## config.mk

```make
export PLATFORM = sky130hd
export DESIGN_NAME = ram_port_ctrl
export DESIGN_NICKNAME = d
export VERILOG_FILES = /design/src/rtl/ram_port_ctrl.sv
export SDC_FILE = /design/constraint.sdc
export NUM_CORES = 1
export LEC_CHECK = 0
export ABC_CLOCK_PERIOD_IN_PS = 4140
export CORE_MARGIN = 2
export CORE_UTILIZATION = 46
export CTS_CLUSTER_SIZE = 40
export DETAILED_ROUTE_END_ITERATION = 8
export GPL_ROUTABILITY_DRIVEN = 0
export PLACE_DENSITY = 0.83
export SLEW_MARGIN = 10
export SYNTH_ARGS = -nofsm -noshare
export SYNTH_HDL_FRONTEND = slang
export SYNTH_SLANG_ARGS = --single-unit
```

## constraint.sdc

```tcl
create_clock -name i_clk -period 4.14 [get_ports i_clk]
set_input_delay 1.035 -clock i_clk [delete_from_list [all_inputs] [get_ports i_clk]]
set_output_delay 1.035 -clock i_clk [all_outputs]
set_load 0.005 [all_outputs]
```

## src/rtl/ram_port_ctrl.sv

```systemverilog
// Request-side controller for a 64x8 single-port RAM: turns a valid/ready
// request stream into registered RAM strobes, returns read data 3 cycles after accept.
module ram_port_ctrl #(
  parameter int                ADDR_W = 6,
  parameter int                DATA_W = 8,
  parameter logic [DATA_W-1:0] FILL   = '0
) (
  input  logic              i_clk,
  input  logic              i_reset,
  input  logic              i_clear,
  input  logic              i_req_valid,
  output logic              o_req_ready,
  input  logic              i_req_we,
  input  logic [ADDR_W-1:0] i_req_addr,
  input  logic [DATA_W-1:0] i_req_wdata,
  output logic              o_rsp_valid,
  output logic [DATA_W-1:0] o_rsp_data,
  output logic              o_busy,
  output logic              o_clear_done,
  output logic              o_ram_ce,
  output logic              o_ram_we,
  output logic [ADDR_W-1:0] o_ram_addr,
  output logic [DATA_W-1:0] o_ram_wdata,
  input  logic [DATA_W-1:0] i_ram_rdata
);

  localparam int DEPTH = 2**ADDR_W;

  typedef enum logic {S_IDLE, S_CLEAR} state_t;

  state_t            r_state;
  state_t            w_state_next;
  logic [ADDR_W:0]   r_cnt;
  logic [ADDR_W:0]   w_cnt_inc;
  logic              w_accept;
  logic              w_clear_start;
  logic              w_last;
  logic              r_rd1;
  logic              r_rd2;
  logic              r_rsp_valid;
  logic [DATA_W-1:0] r_rsp_data;
  logic              r_clear_done;
  logic              r_ram_ce;
  logic              r_ram_we;
  logic [ADDR_W-1:0] r_ram_addr;
  logic [DATA_W-1:0] r_ram_wdata;

  // r_cnt holds the address currently driven on the RAM bus during CLEAR
  assign w_cnt_inc     = r_cnt + 1'b1;
  assign w_last        = (r_state == S_CLEAR) && (r_cnt == (ADDR_W+1)'(DEPTH-1));
  assign w_clear_start = (r_state == S_IDLE) && i_clear;
  assign w_accept      = i_req_valid && o_req_ready;

  always_ff @(posedge i_clk) begin
    if (i_reset) r_state <= S_IDLE;
    else         r_state <= w_state_next;
  end

  always_comb begin
    w_state_next = r_state;
    case (r_state)
      S_IDLE:  if (i_clear) w_state_next = S_CLEAR;
      S_CLEAR: if (w_last)  w_state_next = S_IDLE;
      default: w_state_next = S_IDLE;
    endcase
  end

  always_comb begin
    o_req_ready = (r_state == S_IDLE) && !i_clear;
    o_busy      = (r_state == S_CLEAR);
  end

  always_ff @(posedge i_clk) begin
    if (i_reset) begin
      r_cnt        <= '0;
      r_rd1        <= 1'b0;
      r_rd2        <= 1'b0;
      r_rsp_valid  <= 1'b0;
      r_rsp_data   <= '0;
      r_clear_done <= 1'b0;
      r_ram_ce     <= 1'b0;
      r_ram_we     <= 1'b0;
      r_ram_addr   <= '0;
      r_ram_wdata  <= '0;
    end else begin
      // strobe at +1, RAM data valid at +2, response at +3
      r_rd1        <= w_accept && !i_req_we;
      r_rd2        <= r_rd1;
      r_rsp_valid  <= r_rd2;
      if (r_rd2) r_rsp_data <= i_ram_rdata;
      r_clear_done <= w_last;
      if (w_clear_start) begin
        r_cnt       <= '0;
        r_ram_ce    <= 1'b1;
        r_ram_we    <= 1'b1;
        r_ram_addr  <= '0;
        r_ram_wdata <= FILL;
      end else if ((r_state == S_CLEAR) && !w_last) begin
        r_cnt       <= w_cnt_inc;
        r_ram_ce    <= 1'b1;
        r_ram_we    <= 1'b1;
        r_ram_addr  <= w_cnt_inc[ADDR_W-1:0];
        r_ram_wdata <= FILL;
      end else if (w_accept) begin
        r_ram_ce    <= 1'b1;
        r_ram_we    <= i_req_we;
        r_ram_addr  <= i_req_addr;
        r_ram_wdata <= i_req_wdata;
      end else begin
        r_ram_ce    <= 1'b0;
        r_ram_we    <= 1'b0;
      end
    end
  end

  assign o_rsp_valid  = r_rsp_valid;
  assign o_rsp_data   = r_rsp_data;
  assign o_clear_done = r_clear_done;
  assign o_ram_ce     = r_ram_ce;
  assign o_ram_we     = r_ram_we;
  assign o_ram_addr   = r_ram_addr;
  assign o_ram_wdata  = r_ram_wdata;

endmodule

```

==> metrics.md, run 1 <==
| Metric | Value |
|---|---|
| Status | finished clean |
| Peak VDD IR | 169 uV |
| Reg clk slew, reported paths | 100 ps |
| Resized Gates After CTS | 0 |
| Worst Min Path Start | r_rd1$_SDFF_PP0_ |
| Multi-input gate area | 639 um^2 |
| CTS Buffer Depth | 2 |
| Fmax | 311 MHz |
| Setup ws final | 920 ps |
| Met3 WL | 211 um |
| Routed wl met2 | 1600 um |
| Worst path arrival time | 2190 ps |
| Full die area | 3570 um^2 |
| Cell area after synthesis | 1430 um^2 |
| Initial antenna violation count | 0 |
| Leakage | 0.699 nW |
| CP max stage cell | clkdlybuf4s50_1 |
| Chip width | 59.7 um |
| Top layer reached by signal wires | met4 |
| Worst Hold Path Cells | 1 |
| Worst Path Buf+Inv | 2 |
| Register area | 721 um^2 |
| Ys flop type | dfxtp_1 |
| Number of max-cap violations | 0 |
| Final nets | 232 |
| Final Hold Viols | 0 |
| CP required | 3110 ps |
| DRT Pass-1 Iters | 4 |
| Avg Cell Area, Syn | 9.39 um^2 |
| HPWL Detailed | 2400 um |
| CTS Hold Buffers Added | 0 |
| Wirelength per Cell | 14.0 um |
| Via density | 5.30 |
| Number of flops mapped to enable cells by yosys | 0 |
| Vias in the first global route | 1259 |
| WHS Endpoint | r_rd2$_SDFF_PP0_ |
| Initial core utilization | 0.475 |
| CP Launch Type | primary input |
| Most frequent cells in the layout | clkdlybuf4s50_1, dfxtp_1, nand2_1, a21oi_1, nor2_1 |
| Drt drc | 0 |
| Slowest Stage Delay on Critical Path | 530 ps |
| Type of destination of the critical path | output pin |
| Final WL | 3320 um |
| Rel. slew slack | 0.625 |
| Final period utilization | 0.778 |
| Inserted Clock Buffers | 5 |
| H-tree depth | 2 |
| Slew @ Worst Pin | 562 ps |
| Proportion of layout cells with a drive suffix above 1 | 0.0637 |
| Largest net degree at the start of global routing | 18 |
| FF-to-FF path depth | 5 |
| CTS Sinks | 36 |
| Number of diodes | 0 |
| Global-route wire length before repair | 5370 um |
| Ys async rst share | 0 |
| Fin. max-slew vios | 0 |
| Reg2reg setup slack | 2160 ps |
| WL met1 | 1440 um |
| Overall global routing resource usage | 0.203 |
| Synth warn | 0 |
| Top Family by Delay on Critical Path | buffers and inverters |
| Placeable Area | 3000 um^2 |
| Syn nets | 180 |
| Sequential element share of the synthesized area | 0.505 |
| Clk_skew | 9.71 ps |
| Clk_lat worst skew | 340 ps |
| Fill cell count | 264 |
| Total I/O pin count | 55 |
| RSZ-0062 raised after global routing | no |
| Netlist cell types | 37 |
| Grt ovf | 0 |
| Origin of the critical flop-to-flop path | r_cnt[0]$_SDFFE_PP0P_ |
| Port Buffers | 54 |
| Post-CTS Setup Inserts | 0 |
| HP Class | reg2reg |
| Starting DRT DRC Count | 45 |
| Core Rows | 20 |
| Area delta synth->final | 39.8% |
| Tmin final | 3220 ps |
| CP most frequent cell | clkdlybuf4s50_1 |
| Reg2reg end | o_ram_wdata[4]$_SDFFE_PP0P_ |
| CTS tree | done |
| Final setup viols | 0 |
| Commonest non-fill, non-tap cell in the layout | clkdlybuf4s50_1 |
| Post-Place Worst Slack | 916 ps |
| Setup CP Type | in2out |
| Mapped Cells | 152 |
| Critical path fanouts, max | 4 |
| Die height | 59.7 um |
| Final setup TNS | 0 ps |
| Pwr dens | 306 nW/um^2 |
| Crit-path cells | clkdlybuf4s50_1, nor2_1, clkdlybuf4s50_1 |
| CTS root buffer | clkbuf_4 |
| Yosys reg bits | 36 |
| Via Count | 1255 |
| ANT nets after route | 0 |
[area by class of cell]
cell class,instances,share of cell area
repair buffers,54,0.271
well taps,33,0.0207
multi-input cells,105,0.320
inverters,2,0.00376
flip-flops and latches,36,0.361
clock inverters,1,0.00251
clock buffers,6,0.0207
[synth_stat cells, types with 3 or more instances]
cell type	count	area share
mux2i_1	8	0.056
xor2_1	3	0.018
nand2_1	27	0.071
buf_6	3	0.024
nor2_1	12	0.032
buf_2	3	0.011
clkbuf_1	3	0.0079
a21oi_1	16	0.056
nand3_1	5	0.018
dfxtp_1	36	0.50
o21ai_0	3	0.011
nor2b_1	3	0.013
[per-layer routing]
metal,GRT usage,vias to the layer above
met5,0,-
met4,0.0921,0
met3,0.0736,5
met2,0.337,49
met1,0.231,572
li1,-,629
[sequential cells by signal, indices dropped and copies added, names as in the netlist]
| signal | flops |
|---|---|
| o_ram_wdata | 8 |
| o_rsp_data | 8 |
| r_cnt | 7 |
| o_ram_addr | 6 |
| o_busy | 1 |
| o_clear_done | 1 |
| o_ram_ce | 1 |
| o_ram_we | 1 |
| o_rsp_valid | 1 |
| r_rd1 | 1 |
| r_rd2 | 1 |
[cells by family after synthesis]
logic type / synth area share
muxes: 0.0561
and+or+nand+nor: 0.191
adders and majority gates: 0.00876
DFF: 0.505
xor gates and xnor gates: 0.0307
buffers and inverters: 0.0473
AOI/OAI and AO/OA: 0.161
[power breakdown]
part / total, mW / leakage, nW / internal (mW) / switching, mW
clock network: 0.169 / 0.0281 / 0.0625 / 0.107
registers: 0.363 / 0.292 / 0.355 / 0.00775
logic: 0.0778 / 0.379 / 0.0464 / 0.0314
total: 0.610 / 0.699 / 0.464 / 0.146
[metrics by stage]
step / std cells / utilization / power, mW / instance area [um^2] / hold WS (ps)
final: 237 / 0.665 / 0.610 / 2000 / 454
after CTS: 237 / 0.665 / 0.616 / 2000 / 464
after global placement: 230 / 0.649 / 0.447 / 1950 / 423
after global routing: 237 / 0.665 / 0.639 / 2000 / 479
after detailed placement: 230 / 0.649 / 0.449 / 1950 / 432
after floorplan: 152 / - / 0.405 / 1430 / 414
[how the worst max path moves through the flow]
stage / from / endpoint / slack, ps / cells after the start
after floorplan: i_clear / o_req_ready / 1930 / 1
after global placement: i_clear / o_req_ready / 960 / 3
after detailed placement: i_clear / o_req_ready / 920 / 3
after CTS: i_clear / o_req_ready / 910 / 3
after global routing: i_clear / o_req_ready / 850 / 3
final: i_clear / o_req_ready / 920 / 3
(Power assumes the default switching activity.)
==> inputs of run 2 (changes only) <==
--- a/config.mk
+++ b/config.mk
@@ -5,13 +5,13 @@
 export SDC_FILE = /design/constraint.sdc
 export NUM_CORES = 1
 export LEC_CHECK = 0
-export ABC_CLOCK_PERIOD_IN_PS = 4140
+export ABC_CLOCK_PERIOD_IN_PS = 2600
 export CORE_MARGIN = 2
-export CORE_UTILIZATION = 46
+export CORE_UTILIZATION = 39
 export CTS_CLUSTER_SIZE = 40
 export DETAILED_ROUTE_END_ITERATION = 8
 export GPL_ROUTABILITY_DRIVEN = 0
-export PLACE_DENSITY = 0.83
+export PLACE_DENSITY = 0.75
 export SLEW_MARGIN = 10
 export SYNTH_ARGS = -nofsm -noshare
 export SYNTH_HDL_FRONTEND = slang
==> constraint.sdc (replaced) <==
create_clock -name i_clk -period 2.6 [get_ports i_clk]
set_input_delay 0.65 -clock i_clk [delete_from_list [all_inputs] [get_ports i_clk]]
set_output_delay 0.65 -clock i_clk [all_outputs]
set_load 0.005 [all_outputs]
==> metrics.md, run 2 (synthesis results as in run 1) <==
| Metric | Value |
|---|---|
| Reg2reg end | o_ram_wdata[1]$_SDFFE_PP0P_ |
| Setup ws final | 157 ps (-763 ps) |
| Chip width | 64.5 um (+8.0%) |
| CTS Buffer Depth | 2 (unchanged) |
| CP most frequent cell | clkdlybuf4s50_1 |
| HP Class | reg2reg |
| Leakage | 0.728 nW (+4.2%) |
| Via Count | 1271 (+1.3%) |
| Global-route wire length before repair | 5550 um (+3.3%) |
| CTS Sinks | 36 (unchanged) |
| FF-to-FF path depth | 5 (unchanged) |
| Final core occ | 0.604 (-0.0602) |
| CTS Hold Buffers Added | 0 (unchanged) |
| Final nets | 235 (+1.3%) |
| Worst Path Buf+Inv | 2 (unchanged) |
| Tmin final | 2440 ps |
| H-tree depth | 2 (unchanged) |
| Reg power frac | 0.531 (-0.064) |
| Non-Filler Instances | 254 (+7.2%) |
| Area delta synth->final | 44.6% |
| Setup CP Type | in2out |
| CP required | 1950 ps (-1160 ps) |
| Via density | 5.00 (-5.5%) |
| Total Power | 1.09 mW (+78%) |
| Switching share of power | 0.224 (-0.0148) |
| Pwr dens | 527 nW/um^2 (+72%) |
| DRT Pass-1 Iters | 4 (unchanged) |
| Number of max-cap violations | 0 (unchanged) |
| Type of destination of the critical path | output pin |
| Initial core utilization | 0.418 (-0.0575) |
| Internal power | 0.845 mW (+82%) |
| Post-CTS Setup Inserts | 0 (unchanged) |
| Most frequent cells in the layout | clkdlybuf4s50_1, dfxtp_1, nand2_1, a21oi_1, nor2_1 |
| Full die area | 4160 um^2 (+17%) |
| Total I/O pin count | 55 (unchanged) |
| Largest net degree at the start of global routing | 18 (unchanged) |
| Clk_lat worst skew | 340 ps (about the same) |
| Levels on crit path | 3 (unchanged) |
| Final setup TNS | 0 ps (unchanged) |
| Commonest non-fill, non-tap cell in the layout | clkdlybuf4s50_1 |
| CTS root buffer | clkbuf_4 |
| Origin of the critical flop-to-flop path | r_cnt[0]$_SDFFE_PP0P_ |
| Clk_skew | 7.92 ps (-1.79 ps) |
| CTS tree | done |
| Top Family by Delay on Critical Path | buffers and inverters |
| Final Hold Viols | 0 (unchanged) |
| Worst hold-check slack | 452 ps (-1.67 ps) |
| Grt ovf | 0 (unchanged) |
| Drt drc | 0 (unchanged) |
| Setup crit end | o_req_ready |
| Post-route cell area | 2060 um^2 (+3.4%) |
| Area post-placement | 1990 um^2 (+2.0%) |
| Resized Gates After CTS | 0 (unchanged) |
| Number of diodes | 0 (unchanged) |
| Peak VDD IR | 485 uV (+190%) |
| Clock network fraction of total power | 0.351 (+0.073) |
| CP Launch Type | primary input |
| Vias in the first global route | 1190 (-5.5%) |
| Port Buffers | 54 (unchanged) |
| Post-Place Worst Slack | 155 ps (-761 ps) |
| Placed cell count | 246 (+7.0%) |
| Inserted Clock Buffers | 5 (unchanged) |
| Slowest Stage Delay on Critical Path | 520 ps (about the same) |
| Core Rows | 21 (+5.0%) |
| Reg2reg setup slack | 560 ps (-1600 ps) |
| ANT nets after route | 0 (unchanged) |
| Fin. max-slew vios | 0 (unchanged) |
| CP max stage cell | clkdlybuf4s50_1 |
| Proportion of layout cells with a drive suffix above 1 | 0.0817 (+0.0180) |
| Final WL | 3440 um (+3.6%) |
| Initial antenna violation count | 0 (unchanged) |
| HPWL Detailed | 2540 um (+6.0%) |
| Status | finished clean |
| Final setup viols | 0 (unchanged) |
| Die height | 64.5 um (+8.0%) |
| Final period utilization | 0.940 |
| Slew @ Worst Pin | 579 ps (+17.1 ps) |
| Fmax | 409 MHz |
| Worst path arrival time | 1790 ps (-400 ps) |
| Wirelength per Cell | 13.5 um (-3.3%) |
| Combinational power share | 0.118 (-0.009) |
| RSZ-0062 raised after global routing | no |
| Rel. slew slack | 0.614 (-0.0114) |
| Critical path fanouts, max | 4 (unchanged) |
| Starting DRT DRC Count | 40 (-11%) |
| Reg clk slew, reported paths | 100 ps (about the same) |
| Overall global routing resource usage | 0.175 (-0.0280) |
| Crit-path cells | clkdlybuf4s50_1, nor2_1, clkdlybuf4s50_1 |
| CP Launch Point | i_clear |
| P_sw | 0.244 mW (+67%) |
| Placeable Area | 3420 um^2 (+14%) |
[run 2: changes by cell type in the layout (fill, tap and decap cells not counted), sizes merged]
cell / change
bufinv: +1
buf: +3
[run 2: per-layer routing]
layer	vias up	track usage	part of all wire
li1	637	-	-
met1	585	0.193	0.41
met2	41	0.306	0.51
met3	8	0.0434	0.051
met4	0	0.0957	0.025
met5	-	0	0
[run 2: worst min path at each step]
stage / from / to / slack [ps] / cells past startpoint
floorplan: r_rd1$_SDFF_PP0_ / r_rd2$_SDFF_PP0_ / 410 / 1
global placement: r_rd1$_SDFF_PP0_ / r_rd2$_SDFF_PP0_ / 420 / 1
detailed placement: r_rd1$_SDFF_PP0_ / r_rd2$_SDFF_PP0_ / 430 / 1
CTS: r_rd1$_SDFF_PP0_ / r_rd2$_SDFF_PP0_ / 460 / 1
global route: r_rd1$_SDFF_PP0_ / r_rd2$_SDFF_PP0_ / 470 / 1
finish: r_rd1$_SDFF_PP0_ / r_rd2$_SDFF_PP0_ / 450 / 1
[run 2: final cells by class]
| type | count | area (um^2) |
|---|---|---|
| Multi-Input combinational cell | 105 | 639 |
| Clock buffer | 6 | 41.3 |
| Tap cell | 46 | 57.6 |
| Timing Repair Buffer | 57 | 563 |
| Sequential cell | 36 | 721 |
| Fill cell | 296 | 1350 |
| Inverter | 2 | 7.51 |
| Clock inverter | 2 | 35.0 |
[run 2: power groups by stage]
stage / sequential [mW] / clock (mW) / combinational (mW)
floorplan: 0.587 / 0 / 0.0569
global placement: 0.590 / 0 / 0.127
detailed placement: 0.591 / 0 / 0.129
CTS: 0.579 / 0.391 / 0.129
global route: 0.581 / 0.419 / 0.139
finish: 0.578 / 0.382 / 0.128
